## config.mk

```make
export PLATFORM = sky130hd
export DESIGN_NAME = conv_sched_flat
export DESIGN_NICKNAME = d
export VERILOG_FILES = /design/src/rtl/conv_sched_if.sv /design/src/rtl/conv_sched.sv /design/src/flat_wrapper.sv
export SDC_FILE = /design/constraint.sdc
export NUM_CORES = 1
export LEC_CHECK = 0
export ABC_AREA = 1
export CAP_MARGIN = 20
export CELL_PAD_IN_SITES_DETAIL_PLACEMENT = 1
export CELL_PAD_IN_SITES_GLOBAL_PLACEMENT = 2
export CORE_MARGIN = 2
export CORE_UTILIZATION = 26
export DETAILED_ROUTE_END_ITERATION = 8
export GPL_TIMING_DRIVEN = 0
export PLACE_DENSITY = 0.88
export SLEW_MARGIN = 20
export SYNTH_ARGS = -nofsm -noshare
export SYNTH_HDL_FRONTEND = slang
export SYNTH_SLANG_ARGS = --single-unit
```

## constraint.sdc

```tcl
create_clock -name clock -period 3.88 [get_ports clock]
set_input_delay 0.97 -clock clock [delete_from_list [all_inputs] [get_ports clock]]
set_output_delay 0.97 -clock clock [all_outputs]
set_load 0.005 [all_outputs]
```

## src/rtl/conv_sched_if.sv

```systemverilog
// Signal bundle between the round-robin converter scheduler and its
// environment (shared converter front end plus the sample consumer).
//
// Handshakes (both are level-sensitive and checked on posedge clock):
//   converter: soc=1 requests a conversion; the converter acknowledges by
//              dropping eoc to 0, and signals completion by raising eoc back
//              to 1 with in_data valid.
//   consumer:  dav_=0 offers out_data/out_ch; the consumer accepts by pulling
//              rfd to 0, and the offer is closed once rfd returns to 1.
interface conv_sched_if #(
  parameter int N = 8
);
  logic [3:0]   en;
  logic [1:0]   sel;
  logic         soc;
  logic         eoc;
  logic [N-1:0] in_data;
  logic         dav_;
  logic         rfd;
  logic [N-1:0] out_data;
  logic [1:0]   out_ch;
  logic         busy;
  logic [2:0]   dbg_state;

  // Scheduler side
  modport master (
    input  en, eoc, in_data, rfd,
    output sel, soc, dav_, out_data, out_ch, busy, dbg_state
  );

  // Converter/consumer/environment side
  modport slave (
    output en, eoc, in_data, rfd,
    input  sel, soc, dav_, out_data, out_ch, busy, dbg_state
  );
endinterface

```

## src/rtl/conv_sched.sv

```systemverilog
// Shares one converter among four analog channels. Enabled channels are
// served round-robin; each conversion waits SETTLE cycles after the mux is
// switched, then runs a soc/eoc exchange, and the result is handed to the
// consumer over dav_/rfd before the next channel is scheduled.
module conv_sched #(
  parameter int N      = 8,
  parameter int SETTLE = 2
) (
  input  logic        clock,
  input  logic        reset_,
  conv_sched_if.master bus
);

  typedef enum logic [2:0] {
    S_IDLE    = 3'd0,
    S_SETTLE  = 3'd1,
    S_START   = 3'd2,
    S_CONV    = 3'd3,
    S_OFFER   = 3'd4,
    S_RELEASE = 3'd5
  } state_t;

  localparam int CW = (SETTLE < 2) ? 1 : $clog2(SETTLE + 1);
  localparam logic [CW-1:0] SETTLE_LD = CW'(SETTLE);

  state_t        state_q, state_d;
  logic [1:0]    sel_q, sel_d;
  logic [1:0]    last_q, last_d;
  logic [CW-1:0] cnt_q, cnt_d;
  logic [N-1:0]  out_data_q, out_data_d;
  logic [1:0]    out_ch_q, out_ch_d;

  logic [1:0]    pick;
  logic [1:0]    idx;
  logic          found;

  // Next channel after LAST in cyclic order; the loop runs from the farthest
  // candidate to the nearest so the nearest enabled channel wins.
  always_comb begin
    pick  = last_q;
    idx   = last_q;
    found = 1'b0;
    for (int k = 4; k >= 1; k--) begin
      idx = last_q + 2'(k);
      if (bus.en[idx]) begin
        pick  = idx;
        found = 1'b1;
      end
    end
  end

  // State and datapath registers; reset leaves LAST at 3 so channel 0 is
  // the first candidate.
  always_ff @(posedge clock or negedge reset_) begin
    if (!reset_) begin
      state_q    <= S_IDLE;
      sel_q      <= 2'd0;
      last_q     <= 2'd3;
      cnt_q      <= '0;
      out_data_q <= '0;
      out_ch_q   <= 2'd0;
    end else begin
      state_q    <= state_d;
      sel_q      <= sel_d;
      last_q     <= last_d;
      cnt_q      <= cnt_d;
      out_data_q <= out_data_d;
      out_ch_q   <= out_ch_d;
    end
  end

  // Next-state logic; en is only looked at in IDLE so a conversion in
  // flight is never redirected.
  always_comb begin
    state_d    = state_q;
    sel_d      = sel_q;
    last_d     = last_q;
    cnt_d      = cnt_q;
    out_data_d = out_data_q;
    out_ch_d   = out_ch_q;
    case (state_q)
      S_IDLE: begin
        if (found) begin
          sel_d   = pick;
          cnt_d   = SETTLE_LD;
          state_d = S_SETTLE;
        end
      end
      S_SETTLE: begin
        cnt_d = cnt_q - CW'(1);
        if (cnt_q <= CW'(1)) begin
          state_d = S_START;
        end
      end
      S_START: begin
        if (!bus.eoc) begin
          state_d = S_CONV;
        end
      end
      S_CONV: begin
        if (bus.eoc) begin
          out_data_d = bus.in_data;
          out_ch_d   = sel_q;
          last_d     = sel_q;
          state_d    = S_OFFER;
        end
      end
      S_OFFER: begin
        if (!bus.rfd) begin
          state_d = S_RELEASE;
        end
      end
      S_RELEASE: begin
        if (bus.rfd) begin
          state_d = S_IDLE;
        end
      end
      default: begin
        state_d = S_IDLE;
      end
    endcase
  end

  // Outputs decoded from the current state so reset clears soc/dav_ at once.
  always_comb begin
    bus.soc       = (state_q == S_START);
    bus.dav_      = (state_q != S_OFFER);
    bus.busy      = (state_q != S_IDLE);
    bus.sel       = sel_q;
    bus.out_data  = out_data_q;
    bus.out_ch    = out_ch_q;
    bus.dbg_state = state_q;
  end

endmodule
```

## src/flat_wrapper.sv

```systemverilog
// flat-port wrapper written by rule: the top's interface ports become plain ports
module conv_sched_flat 
#(
  parameter int N      = 8,
  parameter int SETTLE = 2
)
  (clock, reset_, bus_en, bus_eoc, bus_in_data, bus_rfd, bus_sel, bus_soc, bus_dav_, bus_out_data, bus_out_ch, bus_busy, bus_dbg_state);
  conv_sched_if #(.N(N)) bus_i ();
  input  logic clock;
  input  logic reset_;
  input wire logic [$bits(bus_i.en)-1:0] bus_en;
  input wire logic [$bits(bus_i.eoc)-1:0] bus_eoc;
  input wire logic [$bits(bus_i.in_data)-1:0] bus_in_data;
  input wire logic [$bits(bus_i.rfd)-1:0] bus_rfd;
  output wire logic [$bits(bus_i.sel)-1:0] bus_sel;
  output wire logic [$bits(bus_i.soc)-1:0] bus_soc;
  output wire logic [$bits(bus_i.dav_)-1:0] bus_dav_;
  output wire logic [$bits(bus_i.out_data)-1:0] bus_out_data;
  output wire logic [$bits(bus_i.out_ch)-1:0] bus_out_ch;
  output wire logic [$bits(bus_i.busy)-1:0] bus_busy;
  output wire logic [$bits(bus_i.dbg_state)-1:0] bus_dbg_state;
  assign bus_i.en = bus_en;
  assign bus_i.eoc = bus_eoc;
  assign bus_i.in_data = bus_in_data;
  assign bus_i.rfd = bus_rfd;
  assign bus_sel = bus_i.sel;
  assign bus_soc = bus_i.soc;
  assign bus_dav_ = bus_i.dav_;
  assign bus_out_data = bus_i.out_data;
  assign bus_out_ch = bus_i.out_ch;
  assign bus_busy = bus_i.busy;
  assign bus_dbg_state = bus_i.dbg_state;
  conv_sched #(.N(N), .SETTLE(SETTLE)) u_core (.clock(clock), .reset_(reset_), .bus(bus_i));
endmodule
```

==> flow_summary.toml, run 1 <==
[clocking]
cts_setup_buffers = 0
clk_pin_slew_ps = 70
ctsHoldBuffers = 0
post_cts_resized = 0
clock_latency_ps = 260
cts.sinks = 19
htreeDepth = 1
cts_root_buf = "clkbuf_8"
cts_tree = "done"
cts.path.max_buffers = 2
numCtsBuffers = 3

[place]
gp_congestion = 0.8552
dp_hpwl_um = 2336
placed_cell_area_um2 = 1459
portBuffers = 33

[worst_setup_path]
endpoint_kind = "output pin"
max_stage_delay_ps = 540
worstSetupPathType = "flop to output pin"
worst_ep_arrival_time_ps = 1580
worst-path-max-fanout = 8
worst_path_max_delay_cell = "clkdlybuf4s50_1"
cp_cell_sequence = "buf_2 -> nor3_2 -> clkdlybuf4s50_1"
startpoint_type = "flop"
critical_path_required_ps = 2910

[routing]
num_vias = 1049
wl_per_cell_um = 11.80
routed_via_density = 4.389
drt_iter0_markers = 26
wl_um = 2820
drc = 0
drtAntennaViolNets = 0
drt_pass1_iterations = 2

[global_route]
grtUsageTotal = 0.1352
grt_max_degree = 20
grt_pass1_vias = 1083
antenna_found_initial = 0
grt_overflow = 0
grt_pass1_wl_um = 4602

[yosys]
synth.area.top_cells = "dfrtp_1, nand2_1, nand3_1, inv_1, dfstp_2"
netlist_instances = 152
syn_nets = 169
synth_cell_types = 21
netlist_top_cells_count = "nand2_1, dfrtp_1, inv_1, nand3_1, nor2_1"
yosysWarnings = 0
synth_ff_type = "dfrtp_1"
ys_ff_latch = 19
synth_edf_count = 0
synth_area_per_cell_um2 = 7.013
yosysTopAreaCell = "dfrtp_1"
synth_most_common_cell = "nand2_1"
async_flop_share = 1.000
syn_area_um2 = 1066
synth_top_area_frac = 0.3991
ys_seq_area_frac = 0.4484

[timing]
rsz0062_at_grt = "false"
finalSetupViolations = 0
worst_pin_slew_ps = 861.9
finalHoldViolCount = 0
clock.fmax_mhz = 391.7
slew_headroom = 0.4236
period_share = 0.6580
finalSetupTns_ps = 0
period_minus_slack_ps = 2553
fin_skew_ps = 3.554
slew_viol_final = 0

[pwr]
leakage_nw = 0.7930
powerDensity_nw_per_um2 = 759.8
finalPower_mw = 1.144
vdd_ir_drop_max_uv = 205.9

[run_status]
outcome = "completed"

[floorplan]
die-area_um2 = 4628
num_rows = 23
design.core.area_um2 = 3971
initial_core_util = 0.2684
die_w_um = 68.03
ios = 34
die_y_um = 68.03

[layout]
stdcell_area_um2 = 1505
diodes = 0
area_delta_synth_final_pct = 41.20
nets = 207
nFillCells = 519
drive_above_1_share = 0.1058

[worst_hold_path]
min_path_type = "flop to flop"

[job]
max_cap_viol_count = 0
## routing by layer
layer	vias to the layer above	part of all wire	global-route usage	routed length (um)
met1	488	0.41	0.1549	1166
met3	4	0.032	0.01480	91
met4	0	0.021	0.06750	58
li1	537	-	-	-
met2	20	0.53	0.2464	1503
met5	-	0	0	0
## layout make-up
type,count,area (um2),area share
Multi-Input combinational cell,110,486.7,0.3234
Sequential cell,19,478.0,0.3175
Timing Repair Buffer,33,330.3,0.2195
Inverter,20,77.57,0.05154
Tap cell,50,62.56,0.04156
Clock buffer,3,41.29,0.02743
Buffer,3,23.77,0.01579
Clock inverter,1,5.005,0.003325
## worst paths after layout
check,start,slack [ps],cells after the start,end
worst max-delay path,u_core.bus.dbg_state[2],1330,3,bus_soc
worst min-delay path,u_core.bus.out_data[1],480,2,u_core.bus.out_data[1]
worst max register to register,u_core.last_q[0],2350,8,u_core.bus.sel[0]
worst min register to register,u_core.bus.out_data[1],480,2,u_core.bus.out_data[1]
max in group asynchronous,reset_,2150,1,u_core.bus.out_ch[1]
min in group asynchronous,reset_,1200,1,u_core.bus.out_data[5]
## registers in the layout, summed over array words and instances, names as in the netlist
name	cells
u_core.last_q	2
u_core.bus.out_ch	2
u_core.bus.dbg_state	3
u_core.cnt_q	2
u_core.bus.sel	2
u_core.bus.out_data	8
## cells in the final DEF, fill, tap and decap left out, types with 2 or more instances in the layout
cell	count
clkbuf_8	3
nand2_1	77
nor3_2	2
inv_2	4
nand3_1	12
dfstp_2	2
inv_1	15
o21ai_0	3
dfrtp_1	17
nor2_1	7
clkdlybuf4s50_1	33
o21ai_2	2
## through the flow
stage / utilization / instances / hold WS, ps / worst slack (ps)
after floorplan: - / 152 / 465.4 / 2143
final: 0.3790 / 239 / 479.5 / 1327
after CTS: 0.3790 / 239 / 484.7 / 1307
after detailed placement: 0.3674 / 235 / 468.0 / 1556
after global placement: 0.3674 / 235 / 455.0 / 1596
after global routing: 0.3790 / 239 / 504.0 / 1223
## critical path: cells and delay by family, from the launching register on
kind | cells | cell delay [ps]
buffers and inverters | 2 | 710
flip-flops | 1 | 380
AND/OR/NAND/NOR | 1 | 240
## cells by family (layout without fill, tap and decap cells)
logic type                 Yosys count  count (layout)  share of synthesized area
buffers and inverters               23              60                    0.09506
DFF                                 19              19                     0.4484
AOI/OAI and AO/OA                    8               8                    0.04812
and+or+nand+nor                    101             101                     0.3967
adders and majority gates            1               1                    0.01174
## where the power goes
group          internal, mW  total (mW)  switching [mW]
Sequential            0.298       0.365          0.0668
Combinational         0.301       0.638           0.338
Clock                0.0715       0.141          0.0694
Note: power is estimated with default switching activity, not from simulation.
==> run 2, diff against run 1 <==
Settings changed: CORE_UTILIZATION 26 to 24, PLACE_DENSITY 0.88 to 0.82.
Clock period 3.88 ns to 2.53 ns, I/O delays scaled along.
==> flow_summary.toml, run 2 (synthesis gave the netlist of run 1 again) <==
[worst_setup_path]
worst_ep_arrival_time_ps = 1600
startpoint_type = "flop"
worstSetupPathType = "flop to output pin"
endpoint_kind = "output pin"
worst-path-max-fanout = 8
critical_path_required_ps = 1900

[clocking]
clk_pin_slew_ps = 70
htreeDepth = 1
ctsHoldBuffers = 0
cts.sinks = 19
clock_latency_ps = 250
cts_setup_buffers = 0
cts_tree = "done"
post_cts_resized = 0
cts.path.max_buffers = 2
numCtsBuffers = 3
cts_root_buf = "clkbuf_8"

[floorplan]
initial_core_util = 0.2465
ios = 34
die_w_um = 70.65
die-area_um2 = 4991
die_y_um = 70.65
design.core.area_um2 = 4324
num_rows = 24

[routing]
drt_iter0_markers = 32
wl_um = 2770
drc = 0
drtAntennaViolNets = 0
wl_per_cell_um = 11.49
drt_pass1_iterations = 4
num_vias = 1058
routed_via_density = 4.390

[timing]
finalHoldViolCount = 0
rsz0062_at_grt = "false"
clock.fmax_mhz = 447.5
period_share = 0.8833
slew_viol_final = 0
finalSetupTns_ps = 0
hold_slack_ps = 472.7
period_minus_slack_ps = 2235
worst_pin_slew_ps = 861.9
slew_headroom = 0.4236
fin_skew_ps = 1.812
finalSetupViolations = 0

[pwr]
switching_share = 0.4103
vdd_ir_drop_max_uv = 234.0
p_switching_uw = 715.0
seqPwrFrac = 0.319
clock_power_share = 0.119
leakage_nw = 0.7930
p_int_mw = 1.028
comb_power_share = 0.562
powerDensity_nw_per_um2 = 1156

[place]
dp_hpwl_um = 2238
portBuffers = 33
gp_congestion = 0.7635

[global_route]
grt_pass1_vias = 1142
antenna_found_initial = 0
grt_overflow = 0
grtUsageTotal = 0.1243
grt_pass1_wl_um = 5037
grt_max_degree = 20

[layout]
diodes = 0
area_delta_synth_final_pct = 41.43
layout_common_cells = "nand2_1, clkdlybuf4s50_1, dfrtp_1"
mostFrequentLayoutCell = "nand2_1"
largest_register_ffs = 8
nets = 207
drive_above_1_share = 0.1058

[run_status]
outcome = "completed"

[worst_hold_path]
min_path_type = "flop to flop"

[job]
max_cap_viol_count = 0
## run 2: cell counts in the layout (fill, tap and decap cells not counted)
No cell type changed its count.
## run 2: worst max-delay path, stage by stage, from the launching register on
cell,delay [ps]
dfrtp_1,380
buf_2,170
nor3_2,260
clkdlybuf4s50_1,540
## run 2: routing by layer
layer / vias to the layer above / part of all wire / GRT usage / routed length, um
li1: 539 / - / - / -
met2: 16 / 0.52 / 0.2212 / 1435
met1: 501 / 0.44 / 0.1478 / 1209
met4: 0 / 0.010 / 0.04822 / 28
met3: 2 / 0.035 / 0.02422 / 97
met5: - / 0 / 0 / 0
## run 2: worst paths after layout
kind                            depth (start not counted)  slack, ps                    start                      end
worst min register to register                          2        470   u_core.bus.out_data[5]   u_core.bus.out_data[5]
worst max register to register                          7        920         u_core.last_q[0]          u_core.cnt_q[0]
min in group asynchronous                               1        870                   reset_  u_core.bus.dbg_state[2]
max in group asynchronous                               1       1130                   reset_          u_core.cnt_q[0]
worst max-delay path                                    3        300  u_core.bus.dbg_state[2]                  bus_soc
worst min-delay path                                    2        470   u_core.bus.out_data[5]   u_core.bus.out_data[5]
## run 2: area by class of cell
class	instances	area, um2
multi-input cells	110	486.7
well taps	52	65.06
plain buffers	3	23.77
flip-flops and latches	19	478.0
clock inverters	1	5.005
inverters	20	77.57
fillers	553	2816
clock buffers	3	41.29
repair buffers	33	330.3
## run 2: power groups by stage
stage	logic, mW	clock network (mW)	registers, mW
after CTS	1.01	0.220	0.559
after global placement	0.962	0	0.554
final	0.979	0.207	0.556
after detailed placement	1.00	0	0.563
after global routing	1.12	0.236	0.580
after floorplan	0.564	0	0.556
## run 2: per-stage QoR
step	std cells	instance area (um2)	setup slack [ps]	power, mW	util
after floorplan	152	1066	1130	1.120	-
after global placement	237	1461	582.8	1.516	0.3380
after detailed placement	237	1461	518.7	1.563	0.3380
after CTS	241	1508	269.1	1.783	0.3487
after global routing	241	1508	203.7	1.938	0.3487
final	241	1508	295.3	1.743	0.3487
==> run 3, diff against run 2 <==
Settings changed: ABC_AREA 1 to unset, CORE_UTILIZATION 24 to 26, PLACE_DENSITY 0.82 to 0.8.
==> flow_summary.toml, run 3 <==
[run_status]
outcome = "completed"

[clocking]
cts_root_buf = "clkbuf_4"
numCtsBuffers = 3
htreeDepth = 1
cts_setup_buffers = 0
ctsHoldBuffers = 0
clock_latency_ps = 300
clk_pin_slew_ps = 120
cts.sinks = 19
cts_tree = "done"
post_cts_resized = 0
cts.path.max_buffers = 2

[yosys]
syn_nets = 95
yosysTopAreaCell = "dfrtp_1"
async_flop_share = 1.000
synth_edf_count = 0
synth_area_per_cell_um2 = 11.71
synth_top_area_frac = 0.4658
synth_most_common_cell = "dfrtp_1"
netlist_instances = 78
syn_area_um2 = 913.4
synth.area.top_cells = "dfrtp_1, mux2_4, dfstp_2, mux2_2, o21ai_0"
ys_seq_area_frac = 0.5233
synth_cell_types = 27
yosysWarnings = 0
netlist_top_cells_count = "dfrtp_1, mux2_4, nand2_1, nor2_1, o21ai_0"
synth_ff_type = "dfrtp_1"
ys_ff_latch = 19

[pwr]
comb_power_share = 0.503
switching_share = 0.3205
leakage_nw = 0.5911
vdd_ir_drop_max_uv = 250.1
powerDensity_nw_per_um2 = 1119
seqPwrFrac = 0.395
p_int_mw = 1.012
clock_power_share = 0.102
p_switching_uw = 477.4

[global_route]
grt_pass1_vias = 795
grt_max_degree = 20
antenna_found_initial = 0
grt_pass1_wl_um = 3670
grt_overflow = 0
grtUsageTotal = 0.1148

[layout]
mostFrequentLayoutCell = "clkdlybuf4s50_1"
nets = 133
stdcell_area_um2 = 1331
drive_above_1_share = 0.2000
diodes = 0
area_delta_synth_final_pct = 45.75
layout_common_cells = "clkdlybuf4s50_1, dfrtp_1"
largest_register_ffs = 8

[routing]
drt_pass1_iterations = 2
num_vias = 724
drc = 0
drt_iter0_markers = 1
wl_per_cell_um = 13.17
wl_um = 2120
drtAntennaViolNets = 0
routed_via_density = 4.497

[job]
max_cap_viol_count = 0

[timing]
finalHoldViolCount = 0
slew_viol_final = 0
rsz0062_at_grt = "false"
clock.fmax_mhz = 448.4
period_minus_slack_ps = 2230
period_share = 0.8814
worst_pin_slew_ps = 837.9
fin_skew_ps = 19.72
finalSetupViolations = 0
slew_headroom = 0.4396
finalSetupTns_ps = 0

[floorplan]
die-area_um2 = 4003
initial_core_util = 0.2716
ios = 34
die_w_um = 63.27
design.core.area_um2 = 3363
num_rows = 21
die_y_um = 63.27

[worst_hold_path]
min_path_type = "flop to flop"

[worst_setup_path]
worst_ep_arrival_time_ps = 1600
worstSetupPathType = "flop to output pin"
worst-path-max-fanout = 8
endpoint_kind = "output pin"
startpoint_type = "flop"
critical_path_required_ps = 1900

[place]
dp_hpwl_um = 1634
portBuffers = 33
gp_congestion = 0.7807
placed_cell_area_um2 = 1301
-- run 3: metal layers --
| metal | GRT usage | vias to the layer above | part of all wire |
|---|---|---|---|
| met5 | 0 | - | 0 |
| li1 | - | 343 | - |
| met1 | 0.1306 | 353 | 0.44 |
| met4 | 0.02446 | 0 | 0.0061 |
| met2 | 0.2074 | 26 | 0.49 |
| met3 | 0.03929 | 2 | 0.064 |
-- run 3: metrics by stage --
stage / hold WS, ps / utilization / worst slack (ps) / cells / power (mW)
floorplan: 336.9 / - / 894.8 / 78 / 0.9658
global placement: 485.3 / 0.3869 / 319.9 / 157 / 1.328
detailed placement: 494.1 / 0.3869 / 333.3 / 157 / 1.357
CTS: 517.9 / 0.3951 / 42.75 / 161 / 1.519
global route: 532.8 / 0.3958 / 211.9 / 161 / 1.609
finish: 514.1 / 0.3958 / 300.0 / 161 / 1.489
-- run 3: final timing paths --
check | from | end | slack (ps) | cells past startpoint
min in group asynchronous | reset_ | u_core.bus.dbg_state[1] | 800 | 1
worst min-delay path | u_core.bus.out_data[7] | u_core.bus.out_data[7] | 510 | 1
max in group asynchronous | reset_ | u_core.bus.out_data[7] | 1190 | 1
worst min register to register | u_core.bus.out_data[7] | u_core.bus.out_data[7] | 510 | 1
worst max-delay path | u_core.bus.dbg_state[2] | bus_soc | 300 | 3
worst max register to register | u_core.bus.dbg_state[2] | u_core.bus.out_data[1] | 910 | 5
-- run 3: cell type report --
type                    count  area, um2
fillers                   404       2032
flip-flops and latches     19      478.0
multi-input cells          51      380.4
repair buffers             33      332.8
well taps                  46      57.56
plain buffers               3      36.28
clock buffers               3      22.52
inverters                   5      18.77
clock inverters             1      5.005
-- run 3: critical path, stage by stage, from the launching register on --
cell and delay, ps:
dfrtp_1 490, nand2b_1 190, nor2_1 100, clkdlybuf4s50_1 510
-- run 3: logic make-up (layout without fill, tap and decap cells) --
kind of cell	count (synthesis)	after routing	share of synthesized area
flip-flops	19	19	0.5233
adder cells (fa/ha/maj)	1	1	0.01370
AO/OA/AOI/OAI	17	17	0.1219
buffers and inverters	8	45	0.06027
AND/OR/NAND/NOR	22	22	0.1165
multiplexers	11	11	0.1644
-- run 3: power groups by stage --
stage               clock network, mW  logic, mW  registers [mW]
CTS                             0.162      0.765           0.591
global placement                    0      0.744           0.584
detailed placement                  0      0.758           0.599
floorplan                           0      0.385           0.581
finish                          0.151      0.749           0.589
global route                    0.177      0.816           0.615
